<file path="src/rtl/sevenseg_capture_if.sv">
// Display-side bundle for sevenseg_capture: the driver's segment/anode lines
// plus the digit-store read port. master = stimulus/driver side,
// slave = the capture block.
interface sevenseg_capture_if;
  logic       segA, segB, segC, segD, segE, segF, segG;
  logic       an0, an1, an2, an3, an4, an5, an6, an7;
  logic [2:0] rd_sel;
  logic [3:0] rd_num;
  logic       rd_valid;
  logic       all_valid;
  logic       frame_done;
  logic       err;
  logic [2:0] err_digit;

  modport master (
    output segA, segB, segC, segD, segE, segF, segG,
    output an0, an1, an2, an3, an4, an5, an6, an7,
    output rd_sel,
    input  rd_num, rd_valid, all_valid, frame_done, err, err_digit
  );

  modport slave (
    input  segA, segB, segC, segD, segE, segF, segG,
    input  an0, an1, an2, an3, an4, an5, an6, an7,
    input  rd_sel,
    output rd_num, rd_valid, all_valid, frame_done, err, err_digit
  );
endinterface

</file>
<file path="src/rtl/sevenseg_capture.sv">
// sevenseg_capture: watches a multiplexed 8-digit seven-segment display and
// rebuilds the hex value shown on each digit into an 8-entry store.
//   clk    : sampling clock (rising edge)
//   reset  : asynchronous, active-low
//   bus    : segA..segG / an0..an7 in, rd_sel in; rd_num, rd_valid,
//            all_valid, frame_done, err, err_digit out
module sevenseg_capture #(
  parameter int unsigned STABLE_CYCLES  = 4,
  parameter bit          SEG_ACTIVE_LOW = 1'b1,
  parameter bit          AN_ACTIVE_LOW  = 1'b1
) (
  input logic               clk,
  input logic               reset,
  sevenseg_capture_if.slave bus
);

  localparam logic [3:0] RUN_MAX = 4'(STABLE_CYCLES);

  logic [6:0]      seg_raw, seg;
  logic [7:0]      an_raw, an;
  logic [2:0]      an_idx;
  logic            qualified, same;
  logic [4:0]      dec;

  logic [6:0]      prev_seg_q, prev_seg_d;
  logic [7:0]      prev_an_q, prev_an_d;
  logic [3:0]      run_q, run_d;
  logic [7:0][3:0] digit_q, digit_d;
  logic [7:0]      valid_q, valid_d;
  logic [7:0]      seen_q, seen_d;
  logic            err_q, err_d;
  logic [2:0]      err_digit_q, err_digit_d;
  logic            frame_done_q, frame_done_d;

  // Returns {ok, value}; ok = 0 for any pattern outside the hex font.
  function automatic logic [4:0] decode(input logic [6:0] p);
    case (p)
      7'h3F: decode = 5'h10;
      7'h06: decode = 5'h11;
      7'h5B: decode = 5'h12;
      7'h4F: decode = 5'h13;
      7'h66: decode = 5'h14;
      7'h6D: decode = 5'h15;
      7'h7D: decode = 5'h16;
      7'h07: decode = 5'h17;
      7'h7F: decode = 5'h18;
      7'h6F: decode = 5'h19;
      7'h77: decode = 5'h1A;
      7'h7C: decode = 5'h1B;
      7'h39: decode = 5'h1C;
      7'h5E: decode = 5'h1D;
      7'h79: decode = 5'h1E;
      7'h71: decode = 5'h1F;
      default: decode = 5'h00;
    endcase
  endfunction

  assign seg_raw = {bus.segG, bus.segF, bus.segE, bus.segD, bus.segC, bus.segB, bus.segA};
  assign an_raw  = {bus.an7, bus.an6, bus.an5, bus.an4, bus.an3, bus.an2, bus.an1, bus.an0};
  assign seg     = SEG_ACTIVE_LOW ? ~seg_raw : seg_raw;
  assign an      = AN_ACTIVE_LOW  ? ~an_raw  : an_raw;

  assign qualified = (seg != '0) && $onehot(an);
  assign same      = (seg == prev_seg_q) && (an == prev_an_q);
  assign dec       = decode(seg);

  always_comb begin
    an_idx = '0;
    for (int unsigned i = 0; i < 8; i++) begin
      if (an[i]) an_idx = 3'(i);
    end
  end

  always_comb begin
    logic       capture;
    logic [7:0] seen_next;

    prev_seg_d   = seg;
    prev_an_d    = an;
    digit_d      = digit_q;
    valid_d      = valid_q;
    seen_d       = seen_q;
    err_d        = 1'b0;
    err_digit_d  = err_digit_q;
    frame_done_d = 1'b0;
    seen_next    = seen_q;

    if (qualified && same)  run_d = (run_q >= RUN_MAX) ? RUN_MAX : run_q + 4'd1;
    else if (qualified)     run_d = 4'd1;
    else                    run_d = '0;

    // Fires only on the STABLE_CYCLES-1 -> STABLE_CYCLES step, so a held
    // pattern sitting at the saturated count never recaptures.
    capture = qualified && same && (run_q == RUN_MAX - 4'd1);

    if (capture) begin
      if (dec[4]) begin
        digit_d[an_idx] = dec[3:0];
        valid_d[an_idx] = 1'b1;
        seen_next       = seen_q | (8'd1 << an_idx);
        if (seen_next == '1) begin
          frame_done_d = 1'b1;
          seen_d       = '0;
        end else begin
          seen_d = seen_next;
        end
      end else begin
        valid_d[an_idx] = 1'b0;
        err_d           = 1'b1;
        err_digit_d     = an_idx;
      end
    end
  end

  always_ff @(posedge clk or negedge reset) begin
    if (!reset) begin
      prev_seg_q   <= '0;
      prev_an_q    <= '0;
      run_q        <= '0;
      digit_q      <= '0;
      valid_q      <= '0;
      seen_q       <= '0;
      err_q        <= 1'b0;
      err_digit_q  <= '0;
      frame_done_q <= 1'b0;
    end else begin
      prev_seg_q   <= prev_seg_d;
      prev_an_q    <= prev_an_d;
      run_q        <= run_d;
      digit_q      <= digit_d;
      valid_q      <= valid_d;
      seen_q       <= seen_d;
      err_q        <= err_d;
      err_digit_q  <= err_digit_d;
      frame_done_q <= frame_done_d;
    end
  end

  assign bus.rd_num     = digit_q[bus.rd_sel];
  assign bus.rd_valid   = valid_q[bus.rd_sel];
  assign bus.all_valid  = &valid_q;
  assign bus.frame_done = frame_done_q;
  assign bus.err        = err_q;
  assign bus.err_digit  = err_digit_q;

endmodule

</file>
<file path="src/flat_wrapper.sv">
// flat-port wrapper written by rule: the top's interface ports become plain ports
module sevenseg_capture_flat 
#(
  parameter int unsigned STABLE_CYCLES  = 4,
  parameter bit          SEG_ACTIVE_LOW = 1'b1,
  parameter bit          AN_ACTIVE_LOW  = 1'b1
)
  (clk, reset, bus_segA, bus_segB, bus_segC, bus_segD, bus_segE, bus_segF, bus_segG, bus_an0, bus_an1, bus_an2, bus_an3, bus_an4, bus_an5, bus_an6, bus_an7, bus_rd_sel, bus_rd_num, bus_rd_valid, bus_all_valid, bus_frame_done, bus_err, bus_err_digit);
  sevenseg_capture_if bus_i ();
  input logic clk;
  input logic reset;
  input wire logic [$bits(bus_i.segA)-1:0] bus_segA;
  input wire logic [$bits(bus_i.segB)-1:0] bus_segB;
  input wire logic [$bits(bus_i.segC)-1:0] bus_segC;
  input wire logic [$bits(bus_i.segD)-1:0] bus_segD;
  input wire logic [$bits(bus_i.segE)-1:0] bus_segE;
  input wire logic [$bits(bus_i.segF)-1:0] bus_segF;
  input wire logic [$bits(bus_i.segG)-1:0] bus_segG;
  input wire logic [$bits(bus_i.an0)-1:0] bus_an0;
  input wire logic [$bits(bus_i.an1)-1:0] bus_an1;
  input wire logic [$bits(bus_i.an2)-1:0] bus_an2;
  input wire logic [$bits(bus_i.an3)-1:0] bus_an3;
  input wire logic [$bits(bus_i.an4)-1:0] bus_an4;
  input wire logic [$bits(bus_i.an5)-1:0] bus_an5;
  input wire logic [$bits(bus_i.an6)-1:0] bus_an6;
  input wire logic [$bits(bus_i.an7)-1:0] bus_an7;
  input wire logic [$bits(bus_i.rd_sel)-1:0] bus_rd_sel;
  output wire logic [$bits(bus_i.rd_num)-1:0] bus_rd_num;
  output wire logic [$bits(bus_i.rd_valid)-1:0] bus_rd_valid;
  output wire logic [$bits(bus_i.all_valid)-1:0] bus_all_valid;
  output wire logic [$bits(bus_i.frame_done)-1:0] bus_frame_done;
  output wire logic [$bits(bus_i.err)-1:0] bus_err;
  output wire logic [$bits(bus_i.err_digit)-1:0] bus_err_digit;
  assign bus_i.segA = bus_segA;
  assign bus_i.segB = bus_segB;
  assign bus_i.segC = bus_segC;
  assign bus_i.segD = bus_segD;
  assign bus_i.segE = bus_segE;
  assign bus_i.segF = bus_segF;
  assign bus_i.segG = bus_segG;
  assign bus_i.an0 = bus_an0;
  assign bus_i.an1 = bus_an1;
  assign bus_i.an2 = bus_an2;
  assign bus_i.an3 = bus_an3;
  assign bus_i.an4 = bus_an4;
  assign bus_i.an5 = bus_an5;
  assign bus_i.an6 = bus_an6;
  assign bus_i.an7 = bus_an7;
  assign bus_i.rd_sel = bus_rd_sel;
  assign bus_rd_num = bus_i.rd_num;
  assign bus_rd_valid = bus_i.rd_valid;
  assign bus_all_valid = bus_i.all_valid;
  assign bus_frame_done = bus_i.frame_done;
  assign bus_err = bus_i.err;
  assign bus_err_digit = bus_i.err_digit;
  sevenseg_capture #(.STABLE_CYCLES(STABLE_CYCLES), .SEG_ACTIVE_LOW(SEG_ACTIVE_LOW), .AN_ACTIVE_LOW(AN_ACTIVE_LOW)) u_core (.clk(clk), .reset(reset), .bus(bus_i));
endmodule
</file>
<file path="config.mk">
export PLATFORM = sky130hd
export DESIGN_NAME = sevenseg_capture_flat
export DESIGN_NICKNAME = d
export VERILOG_FILES = /design/src/rtl/sevenseg_capture_if.sv /design/src/rtl/sevenseg_capture.sv /design/src/flat_wrapper.sv
export SDC_FILE = /design/constraint.sdc
export NUM_CORES = 1
export LEC_CHECK = 0
export ABC_AREA = 1
export CAP_MARGIN = 20
export CORE_ASPECT_RATIO = 0.8
export CORE_MARGIN = 4
export CORE_UTILIZATION = 55
export DETAILED_ROUTE_END_ITERATION = 6
export PLACE_DENSITY = 0.75
export SLEW_MARGIN = 15
export SYNTH_ARGS = -nofsm -noshare
export SYNTH_HDL_FRONTEND = slang
export SYNTH_SLANG_ARGS = --single-unit
</file>
<file path="constraint.sdc">
create_clock -name clk -period 3.3 [get_ports clk]
set_clock_uncertainty 0.1 [all_clocks]
set_input_delay 0.33 -clock clk [delete_from_list [all_inputs] [get_ports clk]]
set_output_delay 0.33 -clock clk [all_outputs]
set_load 0.02 [all_outputs]
</file>
### Word-level counts from Yosys, hierarchy flattened

Index checks and enable logic that the tools add are counted.
W data, S select, Z words.

| word-level totals | value |
|---|---|
| latch bits | 0 |
| memories kept | 0 |
| memory bits (read-only) | 0 |
| output and inout bits | 11 |
| RAM bits | 0 |
| register bits | 72 |

| operators by class | value |
|---|---|
| muxes and demuxes | 27 |
| shift operators | 1 |
| bitwise logic cells | 7 |
| order comparisons | 4 |
| $add $sub $neg | 8 |
| div/mod/pow operators | 0 |
| reduce and logical (&&, ||, !) cells | 9 |
| multiply operators | 0 |
| equal/unequal tests | 21 |

Operator list:

| cell | count |
|---|---|
| $eq A7 B7 Y1 const B | 12 |
| $pmux W5 S16 | 1 |
| $bwmux W32 | 1 |
| $mux W4 | 4 |
| $mux W8 | 2 |
| $not A8 Y8 | 2 |
| $or A8 B8 Y8 | 2 |
| $eq A7 B3 Y1 const B | 2 |
| $eq A7 B6 Y1 const B | 2 |
| $add A4 B4 Y4 | 3 |
| $bmux W4 S3 | 1 |
| $demux W4 S3 | 1 |
| $mux W3 | 4 |
| $mux W1 | 9 |
| $add A1 B1 Y2 | 4 |
| $and A8 B8 Y8 | 1 |
| $eq A8 B8 Y1 | 1 |
| $eq A8 B8 Y1 const B | 1 |
| $lt A3 B4 Y1 const B | 2 |
| $reduce_and A8 Y1 | 1 |
| $shl A1 B3 Y8 const A | 1 |
| $eq A7 B7 Y1 | 1 |
| $not A7 Y7 | 1 |
| $reduce_bool A7 Y1 | 1 |
| other kinds (11) | 17 |

### Depth between registers and ports, before layout

Gate-level depths: netlist of the first run.

| depth | value |
|---|---|
| depth in word-level cells | 15 |
| depth in mapped cells | 19 |
| gate-level depth less buffers | 17 |

### Least setup slack after synthesis of the first run

No wires, ideal clock.

| path | value |
|---|---|
| path type | input to register |
| start | in bus_an7 |
| end | reg u_core.digit_q[27] in the netlist's numbering |
| data required time | 3.073 ns |
| cell stages on the path | 18 |
| data arrival time | 3.553 ns |
| setup slack | -0.481 ns |
| cells stage by stage | buf_2 inv_1 ha_1 fa_1 inv_1 fa_1 inv_1 ha_1 fa_1 nor2_1 nand3b_1 a21oi_1 nand3_2 nor2_4 buf_6 nand3_2 nand2_1 o21ai_1 |

| on the way | value |
|---|---|
| word-level cells in the longest chain between the ends | 9 |

Ends and longest elaborated chain:

| item | line | source |
|---|---|---|
| from (decl) | flat_wrapper.sv:26 | `input wire logic [$bits(bus_i.an7)-1:0] bus_an7;` |
| $not A8 Y8 * | sevenseg_capture.sv:61 | `assign an = AN_ACTIVE_LOW ? ~an_raw : an_raw;` |
| named net u_core.an[7] | sevenseg_capture.sv:20 | `logic [7:0] an_raw, an;` |
| $add A1 B1 Y2 (implied by the code) | sevenseg_capture.sv:63 | `assign qualified = (seg != '0) && $onehot(an);` |
| $add A4 B4 Y4 (implied by the code) (2 in series) | sevenseg_capture.sv:63 |  |
| $eq A4 B1 Y1 | sevenseg_capture.sv:63 |  |
| $logic_and A1 B1 Y1 | sevenseg_capture.sv:63 |  |
| $logic_and A1 B1 Y1 (2 in series) | sevenseg_capture.sv:94 | `capture = qualified && same && (run_q == RUN_MAX - 4'd1);` |
| $reduce_and A2 Y1 (no line) | -- |  |
| to (signal assigned) | sevenseg_capture.sv:130 | `digit_q <= digit_d;` |
| to (decl) | sevenseg_capture.sv:28 | `logic [7:0][3:0] digit_q, digit_d;` |

The timed path passes the listed nets; every way through them passes the cells marked *.
A chain may end at the register's enable or synchronous reset.

### Final worst setup path of the first run

| path | value |
|---|---|
| start | in bus_an2 |
| end | reg u_core.digit_q[24] in the netlist's numbering |

| on the way | value |
|---|---|
| word-level cells in the longest chain between the ends | 12 |

Ends and longest elaborated chain:

| item | line | source |
|---|---|---|
| from (decl) | flat_wrapper.sv:21 | `input wire logic [$bits(bus_i.an2)-1:0] bus_an2;` |
| $not A8 Y8 * | sevenseg_capture.sv:61 |  |
| named net u_core.an[2] | sevenseg_capture.sv:20 |  |
| branches (longest 11 deep; another with $add A4 B4 Y4) | -- |  |

Mark *: on every way through the listed nets, which the timed path passes.

==> run_results.csv, run 1 <==
group,metric,value,unit
critical_path,critPathMaxFanout,7,
global_route,antenna_found_initial,0,
timing,fmax,290,MHz
clock_tree,clk_latency,0.36,ns
route,first_pass_iters,5,
synth,synth.largest_area_cell,"dfrtp_1",
route,drc,0,
finish,areaGrowthSynthToFinish,32.2,%
critical_path,required,3.44,ns
route,route.detailed.wl_per_inst,16.6,µm
power,static-leakage-power,2.88,nW
flow_run,max-cap-violations,0,
synth,synthesis.area,4140,µm²
floorplanning,initial_utilization,0.563,
synth,most_used_flip_flop_cell_after_synthesis,"dfrtp_1",
global_route,grt_max_degree,39,
power,max-vdd-ir-drop,0.295,mV
finish,area.sequential,1800,µm²
route,vias_per_cell,5.72,
placement,gp_congestion,0.897,
critical_path,cp_data_arrival_time,3.59,ns
clock_tree,cts_buffer_depth,2,
synth,synthMostInstantiatedCell,"nand2_1",
run_status,run_status,"finished, violations left",
critical_path,path_class,"input port to flop",
power,fin_total_pwr,0.00204,W
global_route,grt_pass1_vias,3895,
synth,synth_nets,610,
synth,yosysWarningCount,0,
finish,multiInputGateArea,2310,µm²
clock_tree,clock_tree_from_tritoncts,"built",
power,cellPowerDensity,373,nW/µm²
timing,final_hold_viol_count,16,
timing,hold-worst-slack,-0.0231,ns
finish,nets,676,
finish,utilization,0.745,
route,detail-route-antenna-nets,0,
clock_tree,cts-htree-levels,3,
timing,setup_violations,51,
floorplanning,die_ht,85.6,µm
synth,synth.yosys.seq_area_share,0.435,
min_path,hold_wc_path_type,"input port to asynchronous set/reset pin",
critical_path,cp-end-kind,"flop",
route,total_length_of_routed_wires,12.2,mm
clock_tree,clock_sinks,72,
synth,most_instantiated_cells_after_synthesis,"nand2_1, nor2_1, inv_1",
critical_path,depth_of_the_worst_register_to_register_path,11,
synth,postSynthCellCount,577,
timing,slew_viol_final,0,
timing,timing_worst_slew_pin_value,0.899,ns
floorplanning,io_count,31,
run_status,violations,"negative hold slack, negative setup slack",
placement,io_buffer_count,30,
global_route,global_route.usage.total,0.252,
timing,post-route-min-period,3.45,ns
clock_tree,path_clk_slew,0.09,ns
route,route.vias.total,4223,
route,initial_drc_count,326,
synth,syn_area_per_cell,7.18,µm²
global_route,gr-total-overflow,0,
timing,relSlewSlack,0.400,
synth,async_flop_share,1.00,
synth,ys_seq_elements,72,
global_route,global_route_wire_length_before_repair,18.0,mm
finish,fillers,549,
synth,synth_enable_flop_cells,0,
floorplanning,placement_rows,28,
placement,dp.final_hpwl,7.69,mm
synth,synth.top_cells.by_area,"dfrtp_1, nand2_1, nor2_1, inv_1, nand4_1",
floorplanning,design.die.area,9000,µm²
synth,yosys.cell_types.count,30,
finish,drive_gt1_frac,0.231,
floorplanning,die_w,105,µm
timing,post-route-worst-setup-slack,-0.153,ns
floorplanning,fp.coreArea,7360,µm²
timing,period_utilization_post_route,1.05,
synth,synth_top_area_frac,0.435,
finish,diodes,0,
critical_path,timing.critical_path.from_type,"input port",
clock_tree,cts_root_buffer,"clkbuf_8",
timing,setup_repair_after_global_routing_missed_its_margin,"true",
clock_tree,numCtsBuffers,9,
## cells by family (layout without fill, tap and decap cells)
group / Yosys count / in the layout / share of synthesized area
and+or+nand+nor: 348 / 349 / 0.358
buffers and inverters: 95 / 165 / 0.0960
xor gates and xnor gates: 3 / 3 / 0.00634
AOI/OAI and AO/OA: 45 / 45 / 0.0574
other: 1 / 1 / 0.000905
adders and majority gates: 13 / 13 / 0.0465
DFF: 72 / 72 / 0.435
## stage by stage
step | hold slack (ns) | area, µm² | instances | setup TNS [ns] | setup WS (ns)
6_report | -0.0231 | 5480 | 738 | -4.83 | -0.153
5_1_grt | 0.0350 | 5480 | 738 | -10.62 | -0.258
4_1_cts | 0.00539 | 5080 | 731 | -0.0790 | -0.0247
3_5_place_dp | 0.363 | 4730 | 707 | -43.89 | -0.864
3_3_place_gp | 0.351 | 4730 | 707 | -39.46 | -0.787
2_1_floorplan | -0.0656 | 4220 | 577 | -4.29 | -0.137
## layer usage
| metal | wire length (µm) | track usage | share of wire | up-vias |
|---|---|---|---|---|
| met5 | 0 | 0 | 0 | - |
| met4 | 339 | 0.0810 | 0.028 | 0 |
| met3 | 1110 | 0.0542 | 0.090 | 43 |
| met2 | 5690 | 0.390 | 0.46 | 243 |
| met1 | 5100 | 0.356 | 0.42 | 1976 |
| li1 | - | - | - | 1961 |
## power by group
group	total, W	switching [W]	internal, W
logic	0.000330	0.000206	0.000124
registers	0.000903	0.00000751	0.000896
clock network	0.000810	0.000377	0.000433
total	0.00204	0.000591	0.00145
## critical path: stages
cell and delay, ns:
buf_8 0.08, inv_4 0.03, ha_4 0.15, fa_1 0.55, inv_2 0.04, fa_1 0.49
inv_1 0.05, ha_2 0.16, fa_1 0.43, nor2_1 0.15, nand3b_1 0.13, a21oi_2 0.20
nand3_2 0.13, nor2_4 0.23, buf_12 0.18, nand3_4 0.08, nand2_2 0.11, nand2_2 0.06
## timing repair
| item | 4_1_cts | 5_1_grt |
|---|---|---|
| endpoints found under the setup margin | 56 | 52 |
| gates cloned | 2 | 3 |
| pin swaps | 15 | 33 |
| buffers inserted | 6 | 4 |
| gates resized for setup | 44 | 83 |
| endpoints found under the hold margin | 0 | 0 |
| hold buffers | 0 | 0 |
## final timing paths
path / startpoint / endpoint / slack (ns)
max: bus_an2 / u_core.digit_q[24] / -0.15
min: reset / u_core.prev_an_q[5] / -0.02
max reg2reg: u_core.prev_seg_q[3] / u_core.digit_q[7] / 1.34
min reg2reg: u_core.digit_q[29] / u_core.digit_q[29] / 0.39
max in group asynchronous: reset / u_core.digit_q[29] / 2.30
min in group clk: bus_an4 / u_core.prev_an_q[4] / 0.13
## area by class of cell
type                       count  share of cell area
clock inverter                 7              0.0187
timing repair buffer          68               0.131
tap                           90              0.0205
clock buffer                   9              0.0226
multi-input combinational    411               0.421
sequential                    72               0.329
inverter                      81              0.0573
## cell usage in the layout (no fill, tap or decap), types with 12 or more instances in the layout
cell	synthesis	layout
nand2_1	190	156
nand3_1	31	14
inv_1	75	65
nand3_2	5	12
nor2_1	81	79
clkdlybuf4s50_1	0	23
buf_4	2	28
dfrtp_1	72	72
o21ai_0	25	20
nand4_1	26	26
nand2_2	1	29
(Power assumes the default switching activity.)
==> run 2: changes to the inputs <==
ABC_AREA = default   (was 1)
==> run_results.csv, run 2 <==
group,metric,value,unit
run_status,run_status,"finished, violations left",
run_status,violations,"negative setup slack",
global_route,grt_max_degree,44,
placement,gp_congestion,0.877,
synth,synth.largest_area_cell,"dfrtp_1",
placement,place_worst_setup_slack,-1.32,ns
min_path,min_delay_worst_endpoint,"u_core.prev_an_q[5]",
finish,areaGrowthSynthToFinish,30.8,%
route,route.vias.total,3070,
timing,post-route-worst-setup-slack,-0.451,ns
route,route.detailed.wl_per_inst,18.4,µm
critical_path,depth_of_the_worst_register_to_register_path,7,
synth,async_flop_share,1.00,
floorplanning,io_count,31,
critical_path,cp_data_arrival_time,3.88,ns
synth,postSynthCellCount,348,
clock_tree,cts_root_buffer,"clkbuf_8",
finish,fillers,432,
critical_path,cp-end-kind,"flop",
finish,layout.cells.most_common,"dfrtp_1",
synth,yosys.cell_types.count,63,
synth,synthesis.area,4010,µm²
global_route,global_route_wire_length_before_repair,16.2,mm
critical_path,path_class,"input port to flop",
floorplanning,fp.coreArea,6990,µm²
placement,io_buffer_count,30,
power,cellPowerDensity,383,nW/µm²
finish,most_used_cells_in_the_layout_excluding_fill_and_tap_cells,"dfrtp_1, buf_4, mux2_2, clkdlybuf4s50_1, inv_1",
timing,relSlewSlack,0.326,
global_route,gr-total-overflow,0,
synth,synth.yosys.seq_area_share,0.449,
timing,setup_repair_after_global_routing_missed_its_margin,"true",
floorplanning,initial_utilization,0.574,
clock_tree,numCtsBuffers,9,
global_route,grt_pass1_vias,3185,
min_path,worst_hold_startpoint,"bus_an5",
timing,period_utilization_post_route,1.14,
synth,synthMostInstantiatedCell,"dfrtp_1",
route,initial_drc_count,176,
synth,synth_top_area_frac,0.449,
synth,most_used_flip_flop_cell_after_synthesis,"dfrtp_1",
timing,final_hold_viol_count,0,
floorplanning,die_w,104,µm
timing,hold-worst-slack,0.0244,ns
clock_tree,cts-htree-levels,3,
clock_tree,clk_latency,0.36,ns
critical_path,worst_r2r_endpoint,"u_core.digit_q[30]",
placement,dp.final_hpwl,6.65,mm
synth,synth.top_cells.by_area,"dfrtp_1, mux2_2, mux4_2, xnor2_1, ha_1",
global_route,global_route.usage.total,0.233,
critical_path,required,3.43,ns
timing,final.setup.tns,-17.94,ns
global_route,antenna_found_initial,0,
finish,nets,457,
synth,synth_enable_flop_cells,0,
finish,finish.instance_area,5250,µm²
synth,ys_seq_elements,72,
route,drc,0,
floorplanning,die_ht,84.4,µm
clock_tree,cts_buffer_depth,2,
placement,postPlaceCellArea,4690,µm²
clock_tree,clock_tree_from_tritoncts,"built",
flow_run,max-cap-violations,0,
power,static-leakage-power,2.39,nW
finish,diodes,0,
route,detail-route-antenna-nets,0,
route,total_length_of_routed_wires,9.49,mm
synth,yosysWarningCount,0,
min_path,holdPathStages,2,
floorplanning,placement_rows,27,
clock_tree,path_clk_slew,0.08,ns
timing,setup_violations,53,
floorplanning,design.die.area,8740,µm²
min_path,hold_wc_path_type,"input port to flop",
synth,synth_nets,381,
critical_path,critPathMaxFanout,4,
timing,fmax,267,MHz
timing,slew_viol_final,0,
route,vias_per_cell,5.95,
critical_path,worst_r2r_startpoint,"u_core.prev_seg_q[3]",
power,fin_total_pwr,0.00201,W
finish,drive_gt1_frac,0.410,
route,first_pass_iters,4,
critical_path,timing.critical_path.from_type,"input port",
critical_path,r2r_setup_slack,0.84,ns
clock_tree,clock_sinks,72,
timing,post-route-min-period,3.75,ns
synth,syn_area_per_cell,11.5,µm²
timing,timing_worst_slew_pin_value,1.01,ns
power,max-vdd-ir-drop,0.227,mV
synth,most_instantiated_cells_after_synthesis,"dfrtp_1, inv_1, mux2_2",
run 2: cell types whose count changed in the layout (fill, tap and decap cells not counted), moves of 9 or more:
cell,change
nand2_1,-139
nor2_1,-69
inv_1,-43
nand2_2,-26
mux2_2,+23
nand4_1,-21
o21ai_0,-18
mux2_4,+15
xnor2_1,+14
nand3_2,-11
mux4_2,+10
buf_4,+9
run 2: kinds of logic after synthesis:
| family | share of synthesized area |
|---|---|
| other cells | 0.000934 |
| fa+ha+maj | 0.0480 |
| flops | 0.449 |
| xor+xnor | 0.0371 |
| simple gates | 0.155 |
| compound gates | 0.0969 |
| buf+inv | 0.0483 |
| mux | 0.165 |
run 2: per-stage QoR:
step                      utilization  std cells
after floorplan                     -        348
after global placement          0.670        486
after detailed placement        0.670        486
after CTS                       0.739        515
after global routing            0.751        516
final                           0.751        516
run 2: worst max-delay path by stage:
stage | from | end | slack [ns] | depth (start not counted)
floorplan | bus_an7 | u_core.digit_q[12] | -0.80 | 15
global placement | bus_an7 | u_core.digit_q[2] | -1.29 | 16
detailed placement | bus_an5 | u_core.digit_q[13] | -1.32 | 15
CTS | bus_an7 | u_core.digit_q[26] | -0.48 | 16
global route | bus_an6 | u_core.digit_q[4] | -0.57 | 16
finish | bus_an6 | u_core.bus.err_digit[0] | -0.45 | 15
run 2: layout make-up:
type                            count  area, µm²  area share
Clock buffer                       10        138      0.0262
Timing Repair Buffer               79        709       0.135
Clock inverter                      6       92.6      0.0176
Multi-Input combinational cell    233       2280       0.434
Tap cell                           87        109      0.0207
Inverter                           29        121      0.0231
Sequential cell                    72       1800       0.343
run 2: repair_timing:
action	4_1_cts	5_1_grt
hold buffers	1	0
buffers inserted	13	3
endpoints found under the hold margin	6	0
endpoints found under the setup margin	56	55
gates resized for setup	68	20
pin swaps	15	5
run 2: worst max-delay path: stages:
cell and delay, ns:
buf_8 0.08, inv_6 0.03, ha_4 0.15, fa_1 0.53
inv_1 0.05, fa_1 0.49, inv_1 0.04, ha_2 0.16
fa_1 0.48, nor4b_4 0.24, o41ai_2 0.14, or2_4 0.30
or2_2 0.34, nor2_4 0.15, mux2_2 0.36
run 2: metal layers:
metal | vias up | share of wire | track usage
li1 | 1416 | - | -
met5 | - | 0 | 0
met4 | 0 | 0.017 | 0.0664
met3 | 16 | 0.041 | 0.0546
met2 | 69 | 0.48 | 0.372
met1 | 1569 | 0.46 | 0.322
run 2: power breakdown:
group / leakage (nW) / internal (W) / switching (W)
sequential: 0.948 / 0.000896 / 0.00000786
clock: 0.109 / 0.000448 / 0.000349
combinational: 1.33 / 0.000138 / 0.000172
total: 2.39 / 0.00148 / 0.000528
